$ cat src/rtl/pipe_stage_skid.sv
// ---------------------------------------------------------------------------
// pipe_stage_skid
//   Pipeline stage register with a valid/ready handshake and a two-entry skid
//   buffer (main register + skid register). Every output is a flop, so there
//   is no combinational path from m_ready_i to s_ready_o or from s_* to m_*.
//   A synchronous flush empties the stage. A saturating counter reports the
//   number of cycles the downstream side held off a valid beat.
//
// Ports
//   clk_i        in   1       clock, rising edge
//   rst_ni       in   1       asynchronous reset, active low
//   flush_i      in   1       discard held and incoming beats
//   clr_cnt_i    in   1       clear stall_cnt_o (wins over increment)
//   s_valid_i    in   1       upstream beat valid
//   s_ready_o    out  1       stage can accept a beat (registered)
//   s_data_i     in   DATA_W  upstream payload
//   m_valid_o    out  1       downstream beat valid (registered)
//   m_ready_i    in   1       downstream accepts a beat
//   m_data_o     out  DATA_W  downstream payload (registered)
//   stall_cnt_o  out  CNT_W   saturating count of m_valid_o & !m_ready_i
// ---------------------------------------------------------------------------
module pipe_stage_skid #(
    parameter int                DATA_W  = 96,
    parameter logic [DATA_W-1:0] NOP_VAL = 'h13,
    parameter int                CNT_W   = 16
) (
    input  logic              clk_i,
    input  logic              rst_ni,
    input  logic              flush_i,
    input  logic              clr_cnt_i,
    input  logic              s_valid_i,
    output logic              s_ready_o,
    input  logic [DATA_W-1:0] s_data_i,
    output logic              m_valid_o,
    input  logic              m_ready_i,
    output logic [DATA_W-1:0] m_data_o,
    output logic [CNT_W-1:0]  stall_cnt_o
);

    typedef enum logic [1:0] {
        ST_EMPTY = 2'd0,
        ST_BUSY  = 2'd1,
        ST_FULL  = 2'd2
    } state_t;

    state_t              r_state;
    state_t              w_state_next;
    logic [DATA_W-1:0]   r_main;
    logic [DATA_W-1:0]   w_main_next;
    logic [DATA_W-1:0]   r_skid;
    logic [DATA_W-1:0]   w_skid_next;
    logic                r_m_valid;
    logic                r_s_ready;
    logic [CNT_W-1:0]    r_cnt;

    logic                w_in;
    logic                w_out;
    logic                w_cnt_sat;

    assign w_in      = s_valid_i & r_s_ready;
    assign w_out     = r_m_valid & m_ready_i;
    assign w_cnt_sat = &r_cnt;

    // State register. The handshake flags are kept as their own flops, loaded
    // from the decoded next state, so both ports see a pure register output.
    always_ff @(posedge clk_i or negedge rst_ni) begin
        if (!rst_ni) begin
            r_state   <= ST_EMPTY;
            r_m_valid <= 1'b0;
            r_s_ready <= 1'b1;
            r_main    <= NOP_VAL;
            r_skid    <= NOP_VAL;
        end else begin
            r_state   <= w_state_next;
            r_m_valid <= (w_state_next != ST_EMPTY);
            r_s_ready <= (w_state_next != ST_FULL);
            r_main    <= w_main_next;
            r_skid    <= w_skid_next;
        end
    end

    // Next-state logic. Flush overrides every transition; a beat presented
    // in the same cycle is dropped even though it was handshaken upstream.
    always_comb begin
        w_state_next = r_state;
        if (flush_i) begin
            w_state_next = ST_EMPTY;
        end else begin
            unique case (r_state)
                ST_EMPTY: if (w_in) w_state_next = ST_BUSY;
                ST_BUSY: begin
                    if (w_in && !w_out)      w_state_next = ST_FULL;
                    else if (!w_in && w_out) w_state_next = ST_EMPTY;
                end
                ST_FULL:  if (w_out) w_state_next = ST_BUSY;
                default:  w_state_next = ST_EMPTY;
            endcase
        end
    end

    // Payload datapath. Empty slots are parked at NOP_VAL so downstream sees
    // a harmless instruction whenever m_valid_o is low.
    always_comb begin
        w_main_next = r_main;
        w_skid_next = r_skid;
        if (flush_i) begin
            w_main_next = NOP_VAL;
            w_skid_next = NOP_VAL;
        end else begin
            unique case (r_state)
                ST_EMPTY: if (w_in) w_main_next = s_data_i;
                ST_BUSY: begin
                    if (w_in && w_out)       w_main_next = s_data_i;
                    else if (w_in)           w_skid_next = s_data_i;
                    else if (w_out)          w_main_next = NOP_VAL;
                end
                ST_FULL: begin
                    // Skid holds the younger beat; promote it when the head leaves.
                    if (w_out) begin
                        w_main_next = r_skid;
                        w_skid_next = NOP_VAL;
                    end
                end
                default: begin
                    w_main_next = NOP_VAL;
                    w_skid_next = NOP_VAL;
                end
            endcase
        end
    end

    // Backpressure counter: independent of flush, clear beats increment,
    // holds at all-ones instead of wrapping.
    always_ff @(posedge clk_i or negedge rst_ni) begin
        if (!rst_ni) begin
            r_cnt <= '0;
        end else if (clr_cnt_i) begin
            r_cnt <= '0;
        end else if (r_m_valid && !m_ready_i && !w_cnt_sat) begin
            r_cnt <= r_cnt + 1'b1;
        end
    end

    assign s_ready_o   = r_s_ready;
    assign m_valid_o   = r_m_valid;
    assign m_data_o    = r_main;
    assign stall_cnt_o = r_cnt;

endmodule

$ cat config.mk
export PLATFORM = sky130hd
export DESIGN_NAME = pipe_stage_skid
export DESIGN_NICKNAME = d
export VERILOG_FILES = /design/src/rtl/pipe_stage_skid.sv
export SDC_FILE = /design/constraint.sdc
export NUM_CORES = 1
export LEC_CHECK = 0
export CORE_UTILIZATION = 54
export CTS_BUF_LIST = sky130_fd_sc_hd__clkbuf_16
export DETAILED_ROUTE_END_ITERATION = 8
export GPL_ROUTABILITY_DRIVEN = 1
export HOLD_SLACK_MARGIN = 0.12
export PLACE_DENSITY = 0.86
export SETUP_SLACK_MARGIN = 0.3
export SKIP_LAST_GASP = 1
export SLEW_MARGIN = 20
export SYNTH_ARGS = -nofsm -noshare
export SYNTH_HDL_FRONTEND = slang
export SYNTH_SLANG_ARGS = --single-unit
$ cat constraint.sdc
create_clock -name clk_i -period 3.7 [get_ports clk_i]
set_input_delay 0.37 -clock clk_i [delete_from_list [all_inputs] [get_ports clk_i]]
set_output_delay 0.37 -clock clk_i [all_outputs]
set_load 0.02 [all_outputs]
### Yosys cells after proc, flatten, opt, wreduce, memory -nomap -nowiden

Index checks and enable logic that the tools add are counted.

* register bits: 212
* input bits: 102

* bitwise gates (word level): 2
* equal/unequal tests: 10
* mux-type cells: 18
* add/subtract/negate cells: 1
* reductions and logical operators: 15

Operators with widths (count)
* 96-bit 2-to-1 mux: 8
* 96-bit case mux with 3 select lines: 2
* 16-bit 2-to-1 mux: 2
* 16-bit by 1-bit adder with 16-bit output, second input constant: 1
* 16-bit AND reduction: 1
* 3-bit != test, second input constant: 4
* 2-bit 2-to-1 mux: 5
* 4-bit != test, second input constant: 2
* 4-bit AND reduction: 2
* 2-bit case mux with 3 select lines: 1
* 1-bit logical AND: 5
* 1-bit logical NOT: 4
* 2-bit != test, second input constant: 2
* 2-bit nonzero test: 2
* 1-bit bitwise AND: 2
* 2-bit by 1-bit == test with 1-bit output, second input constant: 1
* 2-bit == test, second input constant: 1
* 2-bit logical NOT: 1

### Depth between registers and ports, before layout

Gate-level depths: netlist of run 1.

* word-level depth: 8
* depth in mapped cells: 8
* depth with buffers taken out: 6

### Worst setup path before layout of run 1

OpenSTA, ideal clock, no wires.

* path type: reg-to-reg
* start: register r_cnt[0], in the netlist stall_cnt_o[0]
* end: register r_cnt[13], in the netlist stall_cnt_o[13]
* clock period less this slack: 2130 ps
* data required time: 3622 ps
* cell stages (with the launch flop): 8
* slack: 1570 ps
* setup time: 78 ps
* arrival time: 2052 ps
* cells stage by stage: dfrtp_1 ha_1 and2_1 and4_4 buf_6 a2111o_1 or3_1 a21oi_1

* cells in the longest elaborated chain, start to end: 4
* elaborated cells between the ends (all ways): 7

Ends and longest elaborated chain
* from (decl): RTL line 54 `logic [CNT_W-1:0] r_cnt;`
* from (signal assigned): RTL line 140 `r_cnt <= r_cnt + 1'b1;`
* branches (longest 4 deep; another with 16-bit by 1-bit adder with 16-bit output)

Parallel ways; which one is timed is not known. The select of a mux whose other input is x is not followed.
A chain may end at the register's enable or synchronous reset.

### Worst setup path in the final report of run 1

* start: register r_state[1]
* end: register r_main[21], in the netlist m_data_o[21]

* cells in the longest elaborated chain, start to end: 3
* elaborated cells between the ends (all ways): 10

Ends and longest elaborated chain
* from (decl): RTL line 46 `state_t r_state;`
* from (signal assigned): RTL line 74 `r_state <= w_state_next;`
* 2-bit by 1-bit == test with 1-bit output (tied with other cells): RTL line 110 `unique case (r_state)`
* 4-bit != test (no line) (tied with other cells)
* 4-bit AND reduction (no line) or 96-bit 2-to-1 mux (tied branches)
* to (signal assigned): RTL line 77 `r_main <= w_main_next;`
* to (decl): RTL line 48 `logic [DATA_W-1:0] r_main;`

Parallel ways exist; a longest one is shown, timed or not.

==> flow_metrics.env, run 1 <==
export IMPL_outcome="complete, no violations"
export IMPL_fp_dieArea_um2=17300
export IMPL_rows=47
export IMPL_yosysWarnings=0
export IMPL_n_antenna_cell=0
export IMPL_fin_crit_ns=2.49
export IMPL_avgViaCountPerCell=5.88
export IMPL_gp_congestion=0.792
export IMPL_syn_nets=985
export IMPL_cts_sinks=212
export IMPL_synth_top_cell_by_area="dfrtp_1"
export IMPL_synth_top_cell_area_share=0.566
export IMPL_io_pins=216
export IMPL_endpoint_kind="flop"
export IMPL_path_cells="and3_1, o32ai_1, nor2b_4, buf_12, o2bb2ai_1"
export IMPL_setup_slack_ns=1.21
export IMPL_path_delay_family="simple AND/OR/NAND/NOR gates"
export IMPL_critPathMaxFanout=38
export IMPL_grt_max_degree=117
export IMPL_hold_violations=0
export IMPL_grt_pass1_vias=7356
export IMPL_multi_input_area_um2=3420
export IMPL_dp_cells=1251
export IMPL_core_area_um2=16500
export IMPL_grt_pass1_wl_mm=39.0
export IMPL_syn_inst=882
export IMPL_drt_drc_violations_left=0
export IMPL_reg2reg_depth=5
export IMPL_dr_pass1_iters=5
export IMPL_syn_area_um2=9070
export IMPL_ant_nets=0
export IMPL_cp_required_ns=4.10
export IMPL_post_place_ws_ns=0.945
export IMPL_async_reset_ff_frac=1.00
export IMPL_crit_cells=5
export IMPL_yosysUniqueCellTypes=42
export IMPL_hpwl_mm=14.3
export IMPL_rrSetupSlack_ns=1.21
export IMPL_drive_gt1_frac=0.0616
export IMPL_fin_nets=1159
export IMPL_initial_utilization=0.551
export IMPL_rsz0062_at_grt="no"
export IMPL_r2r_end="m_data_o[21]"
export IMPL_tightest_slew_ns=0.815
export IMPL_wire_per_inst_um=18.3
export IMPL_cts_tree="yes"
export IMPL_finalCritPeriodShare=0.674
export IMPL_leakage_nw=5.07
export IMPL_drt_initial_drc_count=668
export IMPL_io_buffers=215
export IMPL_grt_overflow=0
export IMPL_grt_use_total=0.276
export IMPL_die_x_um=132
export IMPL_p_per_area_nw_per_um2=494
export IMPL_fin_util=0.735
export IMPL_setup_tns_ns=0
export IMPL_cts_inserted_buffers=22
export IMPL_insertion_delay_ns=0.50
export IMPL_ys_ff_latch=212
export IMPL_cp_num_buf_inv=1
export IMPL_synth_common_cells="dfrtp_1, nand2_1, o21ai_0"
export IMPL_seq_area_frac_synth=0.586
export IMPL_clk_pin_slew_ns=0.06
export IMPL_synth_ff_type="dfrtp_1"
export IMPL_antenna_found_initial=0
export IMPL_root_buffer="clkbuf_16"
export IMPL_fmax_mhz=401
export IMPL_synth_area_per_cell_um2=10.3
export IMPL_startpoint_type="flop"
export IMPL_hp_class="input port to flop"
export IMPL_path_class="flop to flop"
export IMPL_fillers=1138
export IMPL_slew_violations=0
export IMPL_peakVddDrop_mv=0.367
export IMPL_r2r_start="r_state[1]"
export IMPL_vias=7603
export IMPL_setup_violations=0
export IMPL_register_area_um2=5310
export IMPL_crit_end="m_data_o[21]"
export IMPL_worstSetupStartpoint="r_state[1]"
export IMPL_postCtsSetupBuffers=0
export IMPL_yosysMostFrequentCell="dfrtp_1"
export IMPL_areaGrowthSynthToFinish_pct=33.4
export IMPL_cp_arrival_ns=2.89
export IMPL_cts_resized=0
export IMPL_wl_mm=23.7
export IMPL_cts_buffer_depth=3
export IMPL_slew_headroom=0.455
export IMPL_cpPeakStageDelay_ns=0.72
export IMPL_drv_cap=0
export IMPL_ctsHoldBuffers=1
export IMPL_cp_slowest_cell="nor2b_4"
export IMPL_synthTopCellsByArea="dfrtp_1, o2bb2ai_1, nand2_1, a22oi_1, o21ai_0"
export IMPL_synth_edf_count=0
export IMPL_dieHeight_um=132
export IMPL_clock_skew_ns=0.0100
export IMPL_h_tree_depth=1
export IMPL_fin_cells=1292
[registers in the layout (all words and copies together) (netlist names)]
signal	cells
r_skid	96
r_state	2
stall_cnt_o	16
m_data_o	96
s_ready_o	1
m_valid_o	1
[where the power goes]
part	total (mW)	switching, mW	leakage [nW]	internal (mW)
Clock	2.16	0.894	0.361	1.26
Sequential	2.64	0.127	2.88	2.51
Combinational	1.19	0.695	1.83	0.490
Total	5.98	1.72	5.07	4.26
[cells in the final DEF, fill, tap and decap left out, types with 2 or more instances in the layout]
master,count
a211oi_1,6
a21oi_1,16
a22oi_1,93
and2_1,2
and3_1,2
and4_4,2
buf_12,6
buf_4,8
bufinv_16,2
clkbuf_16,23
clkdlybuf4s50_1,214
clkinv_1,4
clkinv_2,7
dfrtp_1,205
dfstp_2,7
inv_1,13
nand2_1,197
nand2b_1,5
nand3_1,4
nand4_1,2
nor2_1,18
nor2b_4,3
nor3_1,4
nor4_1,2
o21ai_0,98
o2bb2ai_1,93
or3_1,4
xnor2_1,9
[worst reg2reg max path: stages, from the launching register on]
cell and delay, ns:
dfrtp_1 0.54, and3_1 0.28, o32ai_1 0.35, nor2b_4 0.72
buf_12 0.29, o2bb2ai_1 0.21
[cell type report]
type                    count  share of cell area
clock inverters            17              0.0107
multi-input cells         580               0.283
clock buffers              23              0.0476
flip-flops and latches    212               0.439
inverters                  10             0.00310
repair buffers            230               0.194
well taps                 220              0.0228
[through the flow]
stage | instance area [µm²] | total power, mW | hold WS [ns]
finish | 12100 | 5.98 | 0.457
floorplan | 9070 | 3.27 | 0.0744
global placement | 11400 | 3.83 | 0.450
global route | 12100 | 6.22 | 0.456
detailed placement | 11400 | 3.85 | 0.459
CTS | 12100 | 6.01 | 0.446
[worst min-delay path by stage]
| stage | start | cells after the start | endpoint | slack (ns) |
|---|---|---|---|---|
| after global placement | m_data_o[4] | 2 | m_data_o[4] | 0.45 |
| final | s_data_i[86] | 3 | r_skid[86] | 0.46 |
| after CTS | s_data_i[86] | 3 | r_skid[86] | 0.45 |
| after floorplan | rst_ni | 0 | m_data_o[10] | 0.07 |
| after global routing | s_data_i[46] | 3 | r_skid[46] | 0.46 |
| after detailed placement | r_skid[1] | 2 | r_skid[1] | 0.46 |
[metal layers]
layer	vias up	share of wire	routed length (µm)	track usage
met5	-	0	0	0
met4	0	0.024	574	0.0872
met3	42	0.065	1540	0.0475
met2	292	0.48	11400	0.433
met1	3741	0.43	10200	0.391
li1	3528	-	-	-
[cells by family after synthesis]
family	count (synthesis)	share of synthesized area
simple gates	250	0.113
fa+ha+maj	1	0.00138
compound gates	318	0.246
flops	212	0.586
xor+xnor	10	0.00966
buf+inv	90	0.0428
mux	1	0.00110
Note: power is estimated with default switching activity, not from simulation.
==> run 2, diff against run 1 <==
- CORE_UTILIZATION: 54 -> 45
- PLACE_DENSITY: 0.86 -> 0.76
- clock period: 3.7 -> 2.15 ns (I/O delays scaled with it)
==> flow_metrics.env, run 2 (synthesized netlist as in run 1, its figures left out) <==
export IMPL_clockPowerShare=0.361
export IMPL_power_switching_mw=3.00
export IMPL_layout_commonest_cell="clkdlybuf4s50_1"
export IMPL_outcome="complete, no violations"
export IMPL_io_pins=216
export IMPL_finalCritPeriodShare=0.897
export IMPL_setup_violations=0
export IMPL_grt_use_total=0.234
export IMPL_dp_cells=1307
export IMPL_cts_sinks=212
export IMPL_startpoint_type="flop"
export IMPL_fmax_mhz=518
export IMPL_peakVddDrop_mv=0.641
export IMPL_register_area_um2=5320
export IMPL_fp_dieArea_um2=20700
export IMPL_cp_required_ns=2.57
export IMPL_whs_ns=0.205
export IMPL_rsz0062_at_grt="yes"
export IMPL_cts_inserted_buffers=23
export IMPL_layout_common_cells="clkdlybuf4s50_1, dfrtp_1, nand2_1"
export IMPL_endpoint_kind="flop"
export IMPL_slew_headroom=0.707
export IMPL_multi_input_area_um2=3490
export IMPL_avgViaCountPerCell=5.62
export IMPL_setup_tns_ns=0
export IMPL_hold_violations=0
export IMPL_cts_tree="yes"
export IMPL_vias=7683
export IMPL_dieHeight_um=144
export IMPL_wl_mm=24.9
export IMPL_power_internal_mw=7.59
export IMPL_grt_overflow=0
export IMPL_drt_initial_drc_count=430
export IMPL_dr_pass1_iters=5
export IMPL_critPathMaxFanout=5
export IMPL_areaGrowthSynthToFinish_pct=39.3
export IMPL_clock_skew_ns=0.00902
export IMPL_use_met3=0.0367
export IMPL_clk_pin_slew_ns=0.06
export IMPL_hp_class="input port to async pin"
export IMPL_combPwrFrac=0.211
export IMPL_core_area_um2=19600
export IMPL_drt_drc_violations_left=0
export IMPL_rows=51
export IMPL_h_tree_depth=1
export IMPL_power_total_mw=10.6
export IMPL_fin_nets=1190
export IMPL_gp_congestion=0.803
export IMPL_fin_cells=1366
export IMPL_fillers=1544
export IMPL_slew_violations=0
export IMPL_fin_area_um2=12600
export IMPL_switching_share=0.283
export IMPL_grt_pass1_vias=7548
export IMPL_ant_nets=0
export IMPL_die_x_um=144
export IMPL_p_seq_frac=0.428
export IMPL_cp_arrival_ns=2.35
export IMPL_n_antenna_cell=0
export IMPL_wire_per_inst_um=18.2
export IMPL_leakage_nw=5.37
export IMPL_met1_usage=0.324
export IMPL_io_buffers=215
export IMPL_grt_max_degree=101
export IMPL_insertion_delay_ns=0.49
export IMPL_post_place_ws_ns=0.0612
export IMPL_grt_pass1_wl_mm=38.5
export IMPL_fin_util=0.645
export IMPL_drv_cap=0
export IMPL_busiest_layer="met2"
export IMPL_p_per_area_nw_per_um2=838
export IMPL_placedInstanceArea_um2=11600
export IMPL_drive_gt1_frac=0.0963
export IMPL_fin_crit_ns=1.93
export IMPL_cts_buffer_depth=3
export IMPL_path_class="flop to flop"
export IMPL_hpwl_mm=14.6
export IMPL_root_buffer="clkbuf_16"
export IMPL_initial_utilization=0.463
export IMPL_antenna_found_initial=0
export IMPL_setup_slack_ns=0.221
export IMPL_tightest_slew_ns=0.438
export IMPL_grtUsageMet2=0.387
run 2: changes by cell type in the layout (fill, tap and decap cells not counted), sizes merged:
| cell | previous run | this run |
|---|---|---|
| bufinv | 2 | 3 |
| buf | 14 | 41 |
| clkinvlp | 1 | 0 |
| clkdlybuf4s50 | 214 | 205 |
| inv | 13 | 16 |
| clkinv | 11 | 7 |
| dlygate4sd2 | 0 | 4 |
| dlymetal6s2s | 0 | 5 |
| clkbuf | 24 | 27 |
run 2: worst paths after layout:
| kind | startpoint | end | slack [ns] | cells after the start |
|---|---|---|---|---|
| max | stall_cnt_o[0] | stall_cnt_o[15] | 0.22 | 6 |
| min | rst_ni | m_data_o[31] | 0.21 | 2 |
| max reg2reg | stall_cnt_o[0] | stall_cnt_o[15] | 0.22 | 6 |
| min reg2reg | r_skid[4] | r_skid[4] | 0.46 | 2 |
| max in group asynchronous | rst_ni | s_ready_o | 1.18 | 3 |
| min in group clk_i | s_data_i[34] | r_skid[34] | 0.30 | 3 |
run 2: layout make-up:
cell class / instances / share of cell area
sequential: 212 / 0.421
clock buffer: 23 / 0.0456
tap: 265 / 0.0262
inverter: 10 / 0.00297
multi-input combinational: 580 / 0.277
clock inverter: 16 / 0.0114
timing repair buffer: 260 / 0.216
run 2: layer usage:
| layer | vias up | wire, µm |
|---|---|---|
| met2 | 269 | 12000 |
| met1 | 3811 | 10900 |
| met4 | 0 | 376 |
| li1 | 3576 | - |
| met5 | - | 0 |
| met3 | 27 | 1570 |
run 2: power by group through the flow:
stage	Combinational [mW]	Clock (mW)	Sequential, mW
5_1_grt	2.41	4.08	4.57
3_5_place_dp	2.13	0	4.59
2_1_floorplan	0.842	0	4.78
6_report	2.24	3.82	4.53
3_3_place_gp	2.09	0	4.59
4_1_cts	2.14	3.89	4.53
run 2: critical path, cell delays in order, from the launching register on:
cell and delay, ns:
dfrtp_2 0.43, ha_4 0.17, and2_4 0.15, and4_4 0.19, a2111o_1 0.43, or3_4 0.36, a21oi_2 0.13
run 2: timing repair:
action / 4_1_cts / 5_1_grt
hold buffers: 1 / 0
buffers inserted: 9 / 7
pin swaps: 7 / 4
gates resized for setup: 5 / 21
endpoints found under the setup margin: 10 / 86
hold endpoints to repair: 205 / 0
cloned: 0 / 3
==> run 3, diff against run 2 <==
- CORE_MARGIN: default -> 10
- HOLD_SLACK_MARGIN: 0.12 -> 0.03
==> flow_metrics.env, run 3 (synthesized netlist as in run 1, its figures left out) <==
export IMPL_fin_nets=1200
export IMPL_cp_required_ns=2.59
export IMPL_path_class="flop to flop"
export IMPL_fin_cells=1378
export IMPL_tightest_slew_ns=0.612
export IMPL_p_per_area_nw_per_um2=848
export IMPL_switching_share=0.284
export IMPL_hp_class="input port to flop"
export IMPL_n_antenna_cell=0
export IMPL_peakVddDrop_mv=0.550
export IMPL_areaGrowthSynthToFinish_pct=41.4
export IMPL_grt_overflow=0
export IMPL_startpoint_type="flop"
export IMPL_gp_congestion=0.836
export IMPL_drv_cap=0
export IMPL_drt_initial_drc_count=455
export IMPL_core_area_um2=19700
export IMPL_power_internal_mw=7.79
export IMPL_fmax_mhz=520
export IMPL_fin_util=0.652
export IMPL_grt_pass1_vias=7814
export IMPL_setup_tns_ns=0
export IMPL_drt_drc_violations_left=0
export IMPL_io_pins=216
export IMPL_ant_nets=0
export IMPL_hold_violations=0
export IMPL_vias=7692
export IMPL_initial_utilization=0.461
export IMPL_h_tree_depth=1
export IMPL_fillers=1554
export IMPL_leakage_nw=5.49
export IMPL_layout_commonest_cell="clkdlybuf4s50_1"
export IMPL_slew_headroom=0.592
export IMPL_power_switching_mw=3.09
export IMPL_wl_mm=26.7
export IMPL_antenna_found_initial=0
export IMPL_cts_buffer_depth=3
export IMPL_dp_cells=1320
export IMPL_grt_use_total=0.195
export IMPL_combPwrFrac=0.213
export IMPL_insertion_delay_ns=0.51
export IMPL_clk_pin_slew_ns=0.06
export IMPL_layout_common_cells="clkdlybuf4s50_1, dfrtp_1, nand2_1"
export IMPL_root_buffer="clkbuf_16"
export IMPL_wire_per_inst_um=19.4
export IMPL_avgViaCountPerCell=5.58
export IMPL_cts_tree="yes"
export IMPL_outcome="complete, no violations"
export IMPL_setup_violations=0
export IMPL_slew_violations=0
export IMPL_drive_gt1_frac=0.111
export IMPL_cp_arrival_ns=2.36
export IMPL_grt_max_degree=73
export IMPL_cts_inserted_buffers=23
export IMPL_rows=51
export IMPL_fin_crit_ns=1.92
export IMPL_rsz0062_at_grt="yes"
export IMPL_die_x_um=162
export IMPL_dr_pass1_iters=5
export IMPL_hpwl_mm=17.0
export IMPL_finalCritPeriodShare=0.895
export IMPL_fp_dieArea_um2=26200
export IMPL_cts_sinks=212
export IMPL_clock_skew_ns=0.00893
export IMPL_critPathMaxFanout=7
export IMPL_dieHeight_um=162
export IMPL_io_buffers=215
export IMPL_whs_ns=0.281
export IMPL_grt_pass1_wl_mm=42.8
export IMPL_clockPowerShare=0.370
export IMPL_p_seq_frac=0.417
export IMPL_endpoint_kind="flop"
[run 3: per-layer routing]
| metal | vias to the layer above | GRT usage | share of wire |
|---|---|---|---|
| li1 | 3597 | - | - |
| met1 | 3766 | 0.258 | 0.43 |
| met2 | 292 | 0.312 | 0.48 |
| met3 | 37 | 0.0475 | 0.077 |
| met4 | 0 | 0.0571 | 0.019 |
| met5 | - | 0 | 0 |
[run 3: final timing paths]
path / from / to / slack, ns / depth (start not counted)
max reg2reg: stall_cnt_o[0] / stall_cnt_o[11] / 0.23 / 6
min in group asynchronous: rst_ni / m_data_o[31] / 0.30 / 2
max: stall_cnt_o[0] / stall_cnt_o[11] / 0.23 / 6
max in group asynchronous: rst_ni / r_skid[1] / 1.17 / 3
min: s_data_i[54] / r_skid[54] / 0.28 / 3
min reg2reg: r_skid[1] / r_skid[1] / 0.46 / 2
[run 3: what timing repair did]
action	4_1_cts	5_1_grt
gates cloned	0	2
pin swaps	5	8
endpoints found under the setup margin	64	163
setup buffers	8	6
hold buffers	1	0
endpoints found under the hold margin	62	0
gates resized for setup	6	23
[run 3: area by class of cell]
type                            instances  area (µm²)  share of cell area
Clock buffer                           23         576              0.0449
Clock inverter                         18         189              0.0147
Inverter                               10        37.5             0.00293
Multi-Input combinational cell        580        3490               0.272
Sequential cell                       212        5320               0.415
Tap cell                              265         332              0.0259
Timing Repair Buffer                  270        2880               0.224
[run 3: worst max-delay path: stages, from the launching register on]
cell      delay, ns
dfrtp_2        0.43
ha_4           0.17
and2_4         0.15
and4_4         0.17
a2111o_1       0.44
or3_1          0.39
a21oi_2        0.11
[run 3: power by group through the flow]
stage / Sequential, mW / Clock, mW / Combinational, mW
6_report: 4.53 / 4.03 / 2.32
4_1_cts: 4.52 / 4.11 / 2.24
2_1_floorplan: 4.78 / 0 / 0.842
5_1_grt: 4.57 / 4.27 / 2.51
3_3_place_gp: 4.59 / 0 / 2.18
3_5_place_dp: 4.59 / 0 / 2.21
[run 3: per-stage QoR]
stage                     instance area, µm²  power [mW]  worst slack (ns)
after floorplan                         9090        5.62            0.0817
after global placement                 11800        6.77             0.122
after detailed placement               11800        6.80            0.0996
after CTS                              12600        10.9             0.190
after global routing                   12800        11.3             0.137
final                                  12800        10.9             0.225
